===== src/rtl/alu_share_ctrl.sv =====
// alu_share_ctrl
//   Lets two independent requesters share one combinational ALU.
//   Requests are taken through valid/ready handshakes with round-robin
//   arbitration. Operands and opcode are registered into the ALU, and the
//   result and zero flag are captured one cycle later. The response is then
//   held until it is consumed. Only one operation is in flight at a time.
//
// Ports
//   clk, rst_n                       clock, asynchronous active-low reset
//   reqN_valid/ready/op/a/b          requester N operation handshake (N=0,1)
//   alu_a, alu_b, alu_op             registered ALU inputs
//   alu_result, alu_zero             combinational ALU outputs
//   resp_valid/ready                 held response handshake
//   resp_id, resp_result, resp_zero  captured response fields
//   resp_illegal                     opcode was outside {0,1,2,6,7,12}
module alu_share_ctrl #(
    parameter int WIDTH = 64,
    parameter int OPW   = 4
) (
    input  logic             clk,
    input  logic             rst_n,

    input  logic             req0_valid,
    output logic             req0_ready,
    input  logic [OPW-1:0]   req0_op,
    input  logic [WIDTH-1:0] req0_a,
    input  logic [WIDTH-1:0] req0_b,

    input  logic             req1_valid,
    output logic             req1_ready,
    input  logic [OPW-1:0]   req1_op,
    input  logic [WIDTH-1:0] req1_a,
    input  logic [WIDTH-1:0] req1_b,

    output logic [WIDTH-1:0] alu_a,
    output logic [WIDTH-1:0] alu_b,
    output logic [OPW-1:0]   alu_op,
    input  logic [WIDTH-1:0] alu_result,
    input  logic             alu_zero,

    output logic             resp_valid,
    input  logic             resp_ready,
    output logic             resp_id,
    output logic [WIDTH-1:0] resp_result,
    output logic             resp_zero,
    output logic             resp_illegal
);

    typedef enum logic [1:0] {
        IDLE = 2'd0,
        EXEC = 2'd1,
        RESP = 2'd2
    } state_t;

    state_t state;
    logic   last_grant;
    logic   id;
    logic   grant0;
    logic   grant1;

    function automatic logic op_illegal(input logic [OPW-1:0] op);
        case (op)
            OPW'(0), OPW'(1), OPW'(2), OPW'(6), OPW'(7), OPW'(12): return 1'b0;
            default:                                                return 1'b1;
        endcase
    endfunction

    // Round-robin: under contention the requester not granted last time wins.
    always_comb begin
        grant0 = 1'b0;
        grant1 = 1'b0;
        if (state == IDLE) begin
            if (req0_valid && (!req1_valid || last_grant)) begin
                grant0 = 1'b1;
            end else if (req1_valid) begin
                grant1 = 1'b1;
            end
        end
    end

    // rst_n gates only the outputs so readies read 0 while reset is held;
    // the internal grants feeding the flops stay free of the reset net.
    assign req0_ready = grant0 & rst_n;
    assign req1_ready = grant1 & rst_n;

    always_ff @(posedge clk or negedge rst_n) begin
        if (!rst_n) begin
            state        <= IDLE;
            last_grant   <= 1'b1;
            id           <= 1'b0;
            alu_a        <= '0;
            alu_b        <= '0;
            alu_op       <= '0;
            resp_valid   <= 1'b0;
            resp_id      <= 1'b0;
            resp_result  <= '0;
            resp_zero    <= 1'b0;
            resp_illegal <= 1'b0;
        end else begin
            case (state)
                IDLE: begin
                    if (grant0 || grant1) begin
                        alu_a      <= grant1 ? req1_a  : req0_a;
                        alu_b      <= grant1 ? req1_b  : req0_b;
                        alu_op     <= grant1 ? req1_op : req0_op;
                        id         <= grant1;
                        last_grant <= grant1;
                        state      <= EXEC;
                    end
                end
                EXEC: begin
                    resp_result  <= alu_result;
                    resp_zero    <= alu_zero;
                    resp_id      <= id;
                    resp_illegal <= op_illegal(alu_op);
                    resp_valid   <= 1'b1;
                    state        <= RESP;
                end
                RESP: begin
                    if (resp_ready) begin
                        resp_valid <= 1'b0;
                        state      <= IDLE;
                    end
                end
                default: begin
                    resp_valid <= 1'b0;
                    state      <= IDLE;
                end
            endcase
        end
    end

endmodule


===== config.mk =====
export PLATFORM = sky130hd
export DESIGN_NAME = alu_share_ctrl
export DESIGN_NICKNAME = d
export VERILOG_FILES = /design/src/rtl/alu_share_ctrl.sv
export SDC_FILE = /design/constraint.sdc
export NUM_CORES = 1
export LEC_CHECK = 0
export CORE_AREA = 2 2 209 211
export CTS_BUF_LIST = sky130_fd_sc_hd__clkbuf_8
export CTS_CLUSTER_DIAMETER = 80
export DETAILED_ROUTE_END_ITERATION = 12
export DIE_AREA = 0 0 211 213
export SYNTH_ARGS = -nofsm -noshare
export SYNTH_HDL_FRONTEND = slang
export SYNTH_SLANG_ARGS = --single-unit

===== constraint.sdc =====
create_clock -name clk -period 2.2 [get_ports clk]
set_input_delay 0.44 -clock clk [delete_from_list [all_inputs] [get_ports clk]]
set_output_delay 0.44 -clock clk [all_outputs]
set_load 0.005 [all_outputs]

## Yosys cells after proc, flatten, opt, wreduce, memory -nomap -nowiden

Cells that the tools add are included.

| word-level totals | value |
|---|---|
| bits in registers | 204 |
| input bits | 334 |
| output and inout port bits | 202 |
| logic and storage cells | 47 |

| operators by class | value |
|---|---|
| equality and inequality tests | 9 |
| mux-type cells | 14 |
| bitwise logic cells | 3 |
| reductions and logical operators | 10 |

Operators with widths:

| operator | number |
|---|---|
| 2-to-1 mux 64 bit | 2 |
| equality test 4 x 3 -> 1 bit (second input constant) | 2 |
| 2-to-1 mux 1 bit | 7 |
| one-hot mux 2 bit (3 select lines) | 1 |
| AND reduction 2 bit | 3 |
| OR reduction 6 bit | 1 |
| equality test 4 x 1 -> 1 bit (second input constant) | 1 |
| equality test 4 x 2 -> 1 bit (second input constant) | 1 |
| equality test 4 bit (second input constant) | 1 |
| logical NOT 4 bit | 1 |
| 2-to-1 mux 2 bit | 2 |
| 2-to-1 mux 4 bit | 1 |
| one-hot mux 1 bit (3 select lines) | 1 |
| AND 1 bit | 2 |
| equality test 2 x 1 -> 1 bit (second input constant) | 1 |
| equality test 2 bit (second input constant) | 1 |
| logical NOT 2 bit | 1 |
| logical OR 1 bit | 2 |
| != test 2 x 1 -> 1 bit (second input constant) | 1 |
| != test 2 bit (second input constant) | 1 |
| logical AND 1 bit | 1 |
| logical NOT 1 bit | 1 |
| inverter 1 bit | 1 |

## Depth between registers and ports, before layout

| depth | value |
|---|---|
| depth after elaboration | 8 |
| gate-level depth with buffers | 6 |
| depth with buffers taken out | 3 |

## Worst setup path before layout

No wires, ideal clock.

| timing path | value |
|---|---|
| path type | reg2out |
| start | register last_grant |
| end | output port req0_ready |
| data arrival time | 1241 ps |
| data required time | 1760 ps |
| slack | 519 ps |
| cell stages (with the launch flop) | 6 |
| path buffers | 2 |
| cells stage by stage | dfstp_2 -> nand2b_1 -> buf_2 -> clkbuf_1 -> nand3_1 -> nor2_1 |

| between the ends | value |
|---|---|
| longest elaborated chain between the ends | 5 |

Ends and longest elaborated chain:

| element | line | RTL |
|---|---|---|
| start, declared | 56 | `logic last_grant;` |
| start signal, assigned | 107 | `last_grant <= grant1;` |
| logical OR 1 bit | 73 | `if (req0_valid && (!req1_valid \|\| last_grant)) begin` |
| logical AND 1 bit | 73 |  |
| 2-to-1 mux 1 bit | 73 |  |
| 2-to-1 mux 1 bit | 72 | `if (state == IDLE) begin` |
| AND 1 bit | 83 | `assign req0_ready = grant0 & rst_n;` |
| end, declared | 24 | `output logic req0_ready,` |

No other way between the ends.

## Final worst setup path

| timing path | value |
|---|---|
| start | register last_grant |
| end | output port req1_ready |

| between the ends | value |
|---|---|
| longest elaborated chain between the ends | 5 |

Ends and longest elaborated chain:

| element | line | RTL |
|---|---|---|
| logical OR 1 bit | 73 |  |
| logical AND 1 bit | 73 |  |
| 2-to-1 mux 1 bit | 73 |  |
| 2-to-1 mux 1 bit | 72 |  |
| AND 1 bit | 84 | `assign req1_ready = grant1 & rst_n;` |
| end, declared | 30 | `output logic req1_ready,` |

No other way between the ends.

==> impl_metrics.yaml <==
yosys:
  syn_nets: 1269
  yosysMostFrequentCell: "dfrtp_1"
  ys_top_cells_by_area: "dfrtp_1, a311o_1, o2bb2ai_1, mux2_2, nor3_1"
  syn_area_per_cell_um2: 10.90
  ys_async_sr_fraction_pct: 100.0
  synthDistinctLibCells: 27
  synth_area_leader_cell: "dfrtp_1"
  synth-main-ff-cell: "dfrtp_1"
  synth_top_area_share_pct: 49.84
  synth_area_mm2: 0.01019
  ys_ff_latch: 204
  synth_edf_count: 0
  syn_inst: 935
  synthTopCellsByCount: "dfrtp_1, inv_1, a311o_1, nor3_1, o2bb2ai_1"
  ys_warn_count: 0
  yosysSeqAreaShare_pct: 50.10
drt:
  drcViolationCount: 0
  routed_wl_um: 40160
  wire_per_inst_um: 20.02
  viasPerCell: 4.918
  ant_nets: 0
  dr.pass1.iters: 4
  dr_total_vias: 9865
  drt_iter0_drc: 751
timing:
  period_minus_slack_ns: 2.135
  hold_violations: 0
  grt_setup_unrepaired: "true"
  fmax_mhz: 468.4
  finalSetupViolCount: 0
  worstMarginPinSlew_ns: 1.013
  finClkSkew_ns: 0.02006
  slew_headroom_pct: 32.50
  maxSlewViolCount: 0
  timing.final.crit_share_pct: 97.04
cts:
  clockRootBuffer: "clkbuf_8"
  clock_sinks: 204
  cts_made_buffers: 41
  clkTransAtPathRegs_ns: 0.06
  htreeDepth: 2
  cts_max_path_buffers: 3
  cts_tree: "yes"
  clock_latency_ns: 0.57
job:
  maxCapViolCount: 0
place:
  gp_congestion: 0.8000
  dp_cells: 1932
  port_buffers: 535
  post_dp_cell_area_mm2: 0.01607
  detailed_place_hpwl_um: 26790
critical_path:
  crit_chain: "buf_4 > a21bo_4 > nor2_4 > and2_1 > buf_2"
  cpPeakStageDelay_ns: 0.54
  required_ns: 1.76
  cpMaxStageDelayCell: "dfstp_2"
  critPathKind: "reg2out"
  cp_max_fo: 3
  cp-end-kind: "output port"
  startpoint_type: "flop"
  arrival_ns: 1.69
final_layout:
  nets: 1767
  layout-drive-gt1-share_pct: 11.44
  syn2layout_area_growth_pct: 65.75
  design_area_mm2: 0.01689
  fin_cells: 2006
  nFillCells: 4128
  antennaDiodeCount: 0
global_route:
  grt_first_pass_wirelength_um: 60270
  grt_pass1_vias: 10120
  grt_max_degree: 162
  track_usage_pct: 17.15
  overflow: 0
  antenna_found_initial: 0
floorplan:
  initial_core_util_pct: 23.87
  die_w_um: 211
  rows: 76
  ios: 536
  die_y_um: 213
  die-area_mm2: 0.04494
  core-area_mm2: 0.04270
pwr:
  vdd_drop_max_mv: 1.643
  leakage_nw: 6.756
  power_density_mw_per_mm2: 1308
min_path:
  min_path_type: "in2reg"
status:
  outcome: "completed"
state kept, by name, summed over array words and instances, names as in the netlist:
| signal | count |
|---|---|
| alu_a | 64 |
| alu_b | 64 |
| resp_result | 64 |
| resp_id | 1 |
| state | 2 |
| resp_zero | 1 |
| alu_op | 4 |
| id | 1 |
| resp_valid | 1 |
| resp_illegal | 1 |
| last_grant | 1 |
layout make-up:
| cell class | instances | area, um^2 | area share (%) |
|---|---|---|---|
| Sequential cell | 204 | 5107 | 30.23 |
| Clock inverter | 20 | 91.34 | 0.5407 |
| Inverter | 134 | 503.0 | 2.977 |
| Multi-Input combinational cell | 486 | 4075 | 24.12 |
| Timing Repair Buffer | 566 | 5746 | 34.01 |
| Clock buffer | 50 | 688.2 | 4.073 |
| Tap cell | 546 | 683.2 | 4.044 |
cells in the final DEF, fill, tap and decap left out, drive strengths merged, types with 2 or more instances in the layout:
cell           synthesis  routed
a311o                132     132
clkbuf                57      51
clkinv                 0       4
nor2                   5       5
o2bb2ai              132     132
dfrtp                203     203
nor3                 132     132
a21o                   2       2
o21ai                  3       3
clkdlybuf4s50          0     531
inv                  134     147
clkinvlp               0       3
a21oi                  2       2
mux2                  66      66
buf                   54      33
nand2b                 2       2
metrics by stage:
step	TNS (ns)	hold slack, ns	util [%]	power, mW	setup WS [ns]
finish	0	0.4627	39.57	22.10	0.06508
global route	-0.04744	0.4339	39.57	23.60	-0.03019
CTS	0	0.4033	39.56	22.44	0.003029
detailed placement	-20.04	0.4669	37.63	18.35	-0.2474
global placement	-20.92	0.4605	37.63	18.20	-0.2508
floorplan	0	0.1444	-	12.29	0.5193
routing by layer:
metal / vias up / global-route usage (%) / share of wire [%]
met5: - / 0 / 0
met4: 0 / 6.532 / 3.0
met3: 72 / 6.133 / 9.2
met2: 415 / 27.94 / 48
met1: 4891 / 20.76 / 40
li1: 4487 / - / -
kinds of logic after synthesis:
logic type                count (synthesis)  share of synthesized area, %
DFF                                     204                         50.10
and+or+nand+nor                         144                         7.096
AOI/OAI and AO/OA                       275                         25.03
muxes                                    66                         7.292
xor gates and xnor gates                  1                       0.08595
buffers and inverters                   245                         10.40
critical path: cells and delay by family (launching register included):
| family | cells | cell delay [ns] |
|---|---|---|
| AO/OA/AOI/OAI | 1 | 0.14 |
| buffers and inverters | 2 | 0.26 |
| flip-flops | 1 | 0.54 |
| AND/OR/NAND/NOR | 2 | 0.20 |
report_power, final:
group / leakage [nW] / internal, mW / switching, mW
Clock: 0.445 / 2.04 / 1.76
Sequential: 2.38 / 5.77 / 1.15
Combinational: 3.93 / 6.67 / 4.71
Total: 6.76 / 14.5 / 7.63
worst paths after layout:
kind / startpoint / to / slack, ns / depth (start not counted)
min reg2reg: resp_valid$_DFFE_PN0P_ / resp_valid$_DFFE_PN0P_ / 0.48 / 1
min: alu_result[31] / resp_result[31]$_DFFE_PN0P_ / 0.46 / 2
max: last_grant$_DFFE_PN1P_ / req1_ready / 0.07 / 5
min in group asynchronous: rst_n / alu_a[63]$_DFFE_PN0P_ / 0.52 / 3
max reg2reg: last_grant$_DFFE_PN1P_ / alu_b[31]$_DFFE_PN0P_ / 0.15 / 5
max in group asynchronous: rst_n / alu_a[39]$_DFFE_PN0P_ / 0.44 / 4
what timing repair did:
| action | 4_1_cts | 5_1_grt |
|---|---|---|
| hold endpoints to repair | 116 | 0 |
| gates resized for setup | 14 | 1 |
| setup buffers | 3 | 0 |
| hold buffers | 1 | 0 |
| pin swaps | 2 | 2 |
| endpoints found under the setup margin | 2 | 88 |
Note: power is estimated with default switching activity, not from simulation.
